**config.mk**
```make
export PLATFORM = sky130hd
export DESIGN_NAME = multicycle_control_flat
export DESIGN_NICKNAME = d
export VERILOG_FILES = /design/src/rtl/multicycle_control_if.sv /design/src/rtl/multicycle_control.sv /design/src/flat_wrapper.sv
export SDC_FILE = /design/constraint.sdc
export NUM_CORES = 1
export LEC_CHECK = 0
export ABC_AREA = 1
export BUFFER_PORTS_ARGS = -buffer_cell sky130_fd_sc_hd__buf_2
export CORE_MARGIN = 2
export CORE_UTILIZATION = 40
export CTS_CLUSTER_DIAMETER = 200
export DETAILED_ROUTE_END_ITERATION = 8
export PLACE_DENSITY_LB_ADDON = 0.05
export SLEW_MARGIN = 20
export SYNTH_ARGS = -nofsm -noshare
export SYNTH_HDL_FRONTEND = slang
export SYNTH_SLANG_ARGS = --single-unit
```
**constraint.sdc**
```tcl
create_clock -name clk -period 2.39 [get_ports clk]
set_clock_uncertainty 0.2 [all_clocks]
set_input_delay 0.1195 -clock clk [delete_from_list [all_inputs] [get_ports clk]]
set_output_delay 0.1195 -clock clk [all_outputs]
set_load 0.01 [all_outputs]
```
**src/rtl/multicycle_control_if.sv**
```systemverilog
// multicycle_control_if: control-unit bundle between the multicycle controller and the shared datapath/memory.
interface multicycle_control_if #(parameter int CNTW = 64);
  logic [6:0] opcode;
  logic zero;
  logic mem_ready;
  logic mem_req;
  logic mem_we;
  logic iord;
  logic ir_write;
  logic pc_write;
  logic pc_src;
  logic reg_write;
  logic mem_to_reg;
  logic [1:0] alu_src_a;
  logic [1:0] alu_src_b;
  logic [1:0] alu_op;
  logic illegal;
  logic [3:0] state;
  logic [CNTW-1:0] retired;
  modport master (
    input opcode, zero, mem_ready,
    output mem_req, mem_we, iord, ir_write, pc_write, pc_src, reg_write, mem_to_reg,
    output alu_src_a, alu_src_b, alu_op, illegal, state, retired
  );
  modport slave (
    output opcode, zero, mem_ready,
    input mem_req, mem_we, iord, ir_write, pc_write, pc_src, reg_write, mem_to_reg,
    input alu_src_a, alu_src_b, alu_op, illegal, state, retired
  );
endinterface

```
**src/rtl/multicycle_control.sv**
```systemverilog
// multicycle_control: FSM sequencing the shared RV64 datapath and memory handshake for R-type, LW, SW and BEQ.
module multicycle_control #(parameter int CNTW = 64) (
  input logic clk,
  input logic rst_n,
  multicycle_control_if.master bus
);
  typedef enum logic [3:0] {FETCH, DECODE, EXEC, ADDR, MEMRD, MEMWR, WBR, WBMEM, BRANCH, HALT} state_t;
  localparam logic [6:0] RT = 7'b0110011;
  localparam logic [6:0] LW = 7'b0000011;
  localparam logic [6:0] SW = 7'b0100011;
  localparam logic [6:0] BEQ = 7'b1100011;
  state_t st, nxt;
  logic req_q, we_q, iord_q, rw_q, m2r_q, pcs_q, ill_q;
  logic [1:0] a_q, b_q, op_q;
  logic [CNTW-1:0] cnt;
  logic retire;
  always_comb begin
    nxt = st;
    case (st)
      FETCH: nxt = bus.mem_ready ? DECODE : FETCH;
      DECODE: nxt = bus.opcode == RT ? EXEC :
                    (bus.opcode == LW || bus.opcode == SW) ? ADDR :
                    bus.opcode == BEQ ? BRANCH : HALT;
      EXEC: nxt = WBR;
      ADDR: nxt = bus.opcode == LW ? MEMRD : MEMWR;
      MEMRD: nxt = bus.mem_ready ? WBMEM : MEMRD;
      MEMWR: nxt = bus.mem_ready ? FETCH : MEMWR;
      WBR, WBMEM, BRANCH: nxt = FETCH;
      default: nxt = HALT;
    endcase
  end
  // Every path back into FETCH from another state completes an instruction.
  assign retire = (nxt == FETCH) && (st != FETCH);
  // Moore outputs are registered from the next state; reset values match FETCH.
  always_ff @(posedge clk or negedge rst_n) begin
    if (!rst_n) begin
      st <= FETCH;
      cnt <= '0;
      ill_q <= 1'b0;
      req_q <= 1'b1;
      we_q <= 1'b0;
      iord_q <= 1'b0;
      rw_q <= 1'b0;
      m2r_q <= 1'b0;
      pcs_q <= 1'b0;
      a_q <= 2'b00;
      b_q <= 2'b01;
      op_q <= 2'b00;
    end else begin
      st <= nxt;
      cnt <= retire ? cnt + CNTW'(1) : cnt;
      ill_q <= ill_q | (nxt == HALT);
      req_q <= nxt inside {FETCH, MEMRD, MEMWR};
      we_q <= nxt == MEMWR;
      iord_q <= nxt inside {MEMRD, MEMWR};
      rw_q <= nxt inside {WBR, WBMEM};
      m2r_q <= nxt == WBMEM;
      pcs_q <= nxt == BRANCH;
      a_q <= nxt == DECODE ? 2'b10 : (nxt inside {EXEC, ADDR, BRANCH}) ? 2'b01 : 2'b00;
      b_q <= nxt == FETCH ? 2'b01 : (nxt inside {DECODE, ADDR}) ? 2'b10 : 2'b00;
      op_q <= nxt == EXEC ? 2'b10 : nxt == BRANCH ? 2'b01 : 2'b00;
    end
  end
  // Strobes are gated by rst_n so they drop the instant reset asserts.
  assign bus.mem_req = rst_n & req_q;
  assign bus.mem_we = rst_n & we_q;
  assign bus.ir_write = rst_n & (st == FETCH) & bus.mem_ready;
  assign bus.pc_write = rst_n & (((st == FETCH) & bus.mem_ready) | ((st == BRANCH) & bus.zero));
  assign bus.reg_write = rst_n & rw_q;
  assign bus.iord = iord_q;
  assign bus.mem_to_reg = m2r_q;
  assign bus.pc_src = pcs_q;
  assign bus.alu_src_a = a_q;
  assign bus.alu_src_b = b_q;
  assign bus.alu_op = op_q;
  assign bus.illegal = ill_q;
  assign bus.state = st;
  assign bus.retired = cnt;
endmodule

```
**src/flat_wrapper.sv**
```systemverilog
// flat-port wrapper written by rule: the top's interface ports become plain ports
module multicycle_control_flat 
#(parameter int CNTW = 64)
  (clk, rst_n, bus_opcode, bus_zero, bus_mem_ready, bus_mem_req, bus_mem_we, bus_iord, bus_ir_write, bus_pc_write, bus_pc_src, bus_reg_write, bus_mem_to_reg, bus_alu_src_a, bus_alu_src_b, bus_alu_op, bus_illegal, bus_state, bus_retired);
  multicycle_control_if #(.CNTW(CNTW)) bus_i ();
  input logic clk;
  input logic rst_n;
  input wire logic [$bits(bus_i.opcode)-1:0] bus_opcode;
  input wire logic [$bits(bus_i.zero)-1:0] bus_zero;
  input wire logic [$bits(bus_i.mem_ready)-1:0] bus_mem_ready;
  output wire logic [$bits(bus_i.mem_req)-1:0] bus_mem_req;
  output wire logic [$bits(bus_i.mem_we)-1:0] bus_mem_we;
  output wire logic [$bits(bus_i.iord)-1:0] bus_iord;
  output wire logic [$bits(bus_i.ir_write)-1:0] bus_ir_write;
  output wire logic [$bits(bus_i.pc_write)-1:0] bus_pc_write;
  output wire logic [$bits(bus_i.pc_src)-1:0] bus_pc_src;
  output wire logic [$bits(bus_i.reg_write)-1:0] bus_reg_write;
  output wire logic [$bits(bus_i.mem_to_reg)-1:0] bus_mem_to_reg;
  output wire logic [$bits(bus_i.alu_src_a)-1:0] bus_alu_src_a;
  output wire logic [$bits(bus_i.alu_src_b)-1:0] bus_alu_src_b;
  output wire logic [$bits(bus_i.alu_op)-1:0] bus_alu_op;
  output wire logic [$bits(bus_i.illegal)-1:0] bus_illegal;
  output wire logic [$bits(bus_i.state)-1:0] bus_state;
  output wire logic [$bits(bus_i.retired)-1:0] bus_retired;
  assign bus_i.opcode = bus_opcode;
  assign bus_i.zero = bus_zero;
  assign bus_i.mem_ready = bus_mem_ready;
  assign bus_mem_req = bus_i.mem_req;
  assign bus_mem_we = bus_i.mem_we;
  assign bus_iord = bus_i.iord;
  assign bus_ir_write = bus_i.ir_write;
  assign bus_pc_write = bus_i.pc_write;
  assign bus_pc_src = bus_i.pc_src;
  assign bus_reg_write = bus_i.reg_write;
  assign bus_mem_to_reg = bus_i.mem_to_reg;
  assign bus_alu_src_a = bus_i.alu_src_a;
  assign bus_alu_src_b = bus_i.alu_src_b;
  assign bus_alu_op = bus_i.alu_op;
  assign bus_illegal = bus_i.illegal;
  assign bus_state = bus_i.state;
  assign bus_retired = bus_i.retired;
  multicycle_control #(.CNTW(CNTW)) u_core (.clk(clk), .rst_n(rst_n), .bus(bus_i));
endmodule
```
* Yosys cells after proc, flatten, opt, wreduce, memory -nomap -nowiden
Index checks and enable logic that the tools add are counted.
** Word-level totals
- Flip-flop bits (word level) :: 81
- Output and inout port bits :: 83
- Input port bits :: 11
- Word-level logic and storage cells :: 69
** Operators by class
- Mux-type cells :: 14
- Bitwise gates (word level) :: 10
- Equal/unequal tests :: 21
- Reductions and logical operators :: 11
- $add $sub $neg :: 1
** Operators by type and width (number)
- $add 64x1->64 const B :: 1
- $eq 4x3->1 const B :: 8
- $pmux 4 s7 :: 1
- $eq 4x2->1 const B :: 4
- $eq 7x6->1 const B :: 2
- $eq 4x4->1 const B :: 3
- $mux 2 :: 5
- $and 1x1->1 :: 8
- $eq 4x1->1 const B :: 2
- $logic_not 4->1 :: 2
- $mux 4 :: 2
- $eq 7x2->1 const B :: 1
- $eq 7x7->1 const B :: 1
- $reduce_bool 2->1 :: 3
- $reduce_bool 3->1 :: 2
- $mux 1 :: 5
- $reduce_bool 4->1 :: 1
- $mux 3 :: 1
- $reduce_or 3->1 :: 1
- $or 1x1->1 :: 2
- $logic_and 1x1->1 :: 1
- $logic_or 1x1->1 :: 1

* Longest topological paths before layout
- Word-level depth :: 9
- Mapped depth :: 12
- Gate-level depth less buffers :: 11

* Worst setup path before layout
OpenSTA, ideal clock, no wires.
- Kind :: reg-to-reg
- From :: register u_core.cnt[0], in the netlist u_core.bus.retired[0]
- To :: register u_core.cnt[62], in the netlist u_core.bus.retired[62]
- Data required time :: 2072 ps
- Slack :: 297 ps
- Arrival :: 1775 ps
- Path buffers :: 0
- Period minus slack after synthesis :: 2093 ps
- Cell stages (with the launch flop) :: 11
- Setup time :: 118 ps
- Path through :: dfrtp_1 > ha_1 > inv_1 > nor2_4 > nand2_1 > nor2_2 > nand2_1 > o21ai_0 > nand2_1 > nand3_1 > nand2_1
** Between the ends
- Word-level cells in the longest chain between the ends :: 1
** RTL lines
- from (decl) :: line multicycle_control.sv:15 : logic [CNTW-1:0] cnt;
- from (signal assigned) :: line multicycle_control.sv:51 : cnt <= retire ? cnt + CNTW'(1) : cnt;
- $add 64x1->64 :: line multicycle_control.sv:51
No other way between the ends.
A chain may end at the register's enable or synchronous reset.

* Worst setup path after layout
- From :: register u_core.st[1], in the netlist u_core.bus.state[1]
- To :: register u_core.cnt[50], in the netlist u_core.bus.retired[50]
** Between the ends
- Word-level cells in the longest chain between the ends :: 5
- Elaborated cells on any way between the ends :: 14
- Those cells by class :: eq/ne: 8; mux: 1; reduce/logical: 5
** RTL lines
- from (decl) :: line multicycle_control.sv:12 : state_t st, nxt;
- from (signal assigned) :: line multicycle_control.sv:50 : st <= nxt;
- $eq 4x3->1 / $eq 4x4->1 (equally long branches) :: line multicycle_control.sv:19 : case (st)
- $reduce_or 3->1 :: line multicycle_control.sv:19
- $pmux 4 s7 (*) :: line multicycle_control.sv:19
- named net u_core.nxt[0] :: line multicycle_control.sv:12
- $logic_not 4->1 (*) :: line multicycle_control.sv:33 : assign retire = (nxt == FETCH) && (st != FETCH);
- $logic_and 1x1->1 (*) :: line multicycle_control.sv:33
Mark *: on every way through the listed nets, which the timed path passes. The rest lies on a longest branch.

==> results.ini <==
[outcome]
outcome = finished, final reports clean

[synth]
synth.avg_cell_area_um2 = 6.32
synth_cells = 878
synth_top_cell_by_area = dfrtp_1
synth_top_flop_cell = dfrtp_1
synth-async-reset-ratio_pct = 100
synth_enable_flop_cells = 0
yosysWarnings = 0
post_synth_most_frequent_cells = 399 x nand2_1, 142 x nor2_1, 79 x dfrtp_1
yosys.cell_types.count = 30
netlist_area_um2 = 5550
ys_top_cells_by_area = dfrtp_1 36%, nand2_1 27%, nor2_1 9.6%
synth_most_common_cell = nand2_1
mappedNetlistNets = 890
synth_top_area_share_pct = 35.6
synth_seq_cells = 81
synth-seq-area-share_pct = 36.6

[clock_network]
clkLatencyLatePin_ns = 0.36
cts.clk_slew.worst_paths_ns = 0.07
max-clock-path-buffers = 2
post_cts_buffers = 0
cts_tree = built
cts_root_buffer = clkbuf_16
cts_buffers = 9
htree_levels = 3
tritoncts_num_sinks = 81

[cells_and_area]
n_fill_cell = 1511
instances_no_fill = 1178
flow.area_growth_from_synthesis_pct = 20.7
final_layout_size_suffix_gt1_share_pct = 15.9
numnets_final = 1005
design_area_um2 = 6690
antennaDiodeCount = 0
largest_reg_flops = 64

[place]
number_of_cells_in_the_design_after_placement = 1160
number_of_input_and_output_port_buffers_inserted = 93
area_after_dpl_um2 = 6360
hpwl_after_dpl_mm = 14.2
gp_routability_congestion = 0.929

[critical_path]
worstPathRequired_ns = 2.43
critical_path.cell_chain = nor2_4, nand2_1, nand2_1, nand2_1, nor2_2, nand3_4, nor2_8, nand3_4, buf_12, nand2_1, nand2_1
timing.critical_path.slowest_cell_delay_ns = 0.45
r2r_start = u_core.bus.state[1]
critical_path_class = reg2reg
crit_slowest_cell = dfrtp_1
crit_path_dat_ns = 2.23
endpoint_kind = flop
critical_path_peak_fanout = 28
crit_top_cell = nand2_1
timing.critical_path.from = u_core.bus.state[1]
setup.worst_path.start_class = flop

[power_and_ir_drop]
power_uw = 2920
power.share.combinational_pct = 1.8
sequential_cell_fraction_of_total_power_pct = 47.0
switching_share_pct = 23.9
internal_power_uw = 2220
power.net_switching_uw = 697
p_leak_uw = 0.00341
power.ir.vdd_worst_mv = 0.381
powerDensity_nw_per_um2 = 435
clock_power_share_pct = 51.2

[timing]
achievable-frequency_mhz = 457
tns_ns = 0
final.period_utilization_pct = 91.5
setup_viol = 0
finalHoldViolCount = 0
timing_max_transition_violations_final = 0
grt_setup_unrepaired = false
fin_crit_ns = 2.19
actual_slew_at_the_worst_max_slew_pin_ns = 0.725
max-slew-margin-rel_pct = 51.7

[floorplan]
row_count = 43
die_height_um = 122
pin_count = 94
fp.dieW_um = 122
dieArea_um2 = 14800
start_util_pct = 40.4
placeableCoreArea_um2 = 13700

[route]
wl_per_cell_um = 15.6
drc = 0
drt_first_iter_violations = 455
drt-total-wl_mm = 18.4
number_of_nets_with_antenna_violations_after_detailed_routing = 0
vias = 5941
detailedRoute.firstPassIterationCount = 5
vias_per_cell = 5.04

[global_route]
initial_antenna_violation_count = 0
grt_pass1_vias = 5281
gr-usage-all-layers_pct = 25.7
grt_max_degree = 65
overflow = 0
grt_pass1_wl_mm = 29.1

[worst_hold_path]
hold_class = in2async

[job]
cap_violations = 0

## cell type report
cell class | count | area, um2 | share of cell area [%]
Multi-Input combinational cell | 711 | 3140 | 46.9
Sequential cell | 81 | 2030 | 30.3
Timing Repair Buffer | 126 | 749 | 11.2
Inverter | 64 | 240 | 3.59
Clock buffer | 9 | 225 | 3.36
Tap cell | 180 | 225 | 3.36
Clock inverter | 7 | 87.6 | 1.31
## power by group through the flow
stage | sequential, uW | combinational [uW] | clock (uW)
detailed placement | 1400 | 50.9 | 0
global route | 1370 | 60.3 | 1580
global placement | 1400 | 51.3 | 0
CTS | 1370 | 53.6 | 1520
finish | 1370 | 51.2 | 1490
floorplan | 1400 | 6.48 | 0
## worst max-delay path, delay by kind of cell, from the launching register on
kind / cells / cell delay (ns)
flops: 1 / 0.45
buf+inv: 1 / 0.22
simple gates: 10 / 1.19
## cell families after synthesis
logic type	count (synthesis)	share of synthesized area, %
XOR/XNOR	15	2.37
buffers and inverters	86	6.90
AO/OA/AOI/OAI	18	1.69
flip-flops	81	36.6
AND/OR/NAND/NOR	677	52.2
adder cells (fa/ha/maj)	1	0.226
## what timing repair did
action,in CTS,in global routing
endpoints found under the hold margin,82,0
hold buffers,2,0
setup endpoints to repair,0,4
gates resized for setup,0,1
## cells in the final DEF (no fill, tap or decap), drive strengths merged
cell         count
a21oi            1
a31o             1
and2             1
buf            124
bufinv           1
clkbuf           9
clkinv           3
dfrtp           79
dfstp            2
dlygate4sd3      2
ha               1
inv             67
nand2          400
nand3           59
nand3b          16
nand4           49
nor2           150
nor3             1
o21ai           16
or2              1
xnor2            4
xor2            11
## final timing paths
| kind | endpoint | depth (start not counted) | slack [ns] |
|---|---|---|---|
| max in group asynchronous | u_core.bus.alu_src_b[0] | 3 | 1.16 |
| max reg2reg | u_core.bus.retired[50] | 11 | 0.20 |
| max | u_core.bus.retired[50] | 11 | 0.20 |
| min | u_core.bus.mem_to_reg | 2 | 0.01 |
| min reg2reg | u_core.bus.illegal | 1 | 0.28 |
| min in group clk | u_core.bus.state[0] | 3 | 0.06 |
## stage by stage
step | worst slack (ns) | util [%] | hold slack (ns)
after floorplan | 0.297 | - | -0.376
after global placement | 0.210 | 46.3 | -0.143
after global routing | 0.0138 | 48.8 | 0.0505
after detailed placement | 0.191 | 46.3 | -0.144
after CTS | 0.175 | 48.8 | 0.0196
final | 0.204 | 48.8 | 0.0132
## routing by layer
layer  track usage, %  up-vias  routed length [um]
met4             8.55        0                 395
li1                 -     3018                   -
met1             37.6     2727                9030
met3             3.37       25                 886
met2             39.1      171                8080
met5                0        -                   0
No activity file was read; power rests on OpenSTA's default activity.
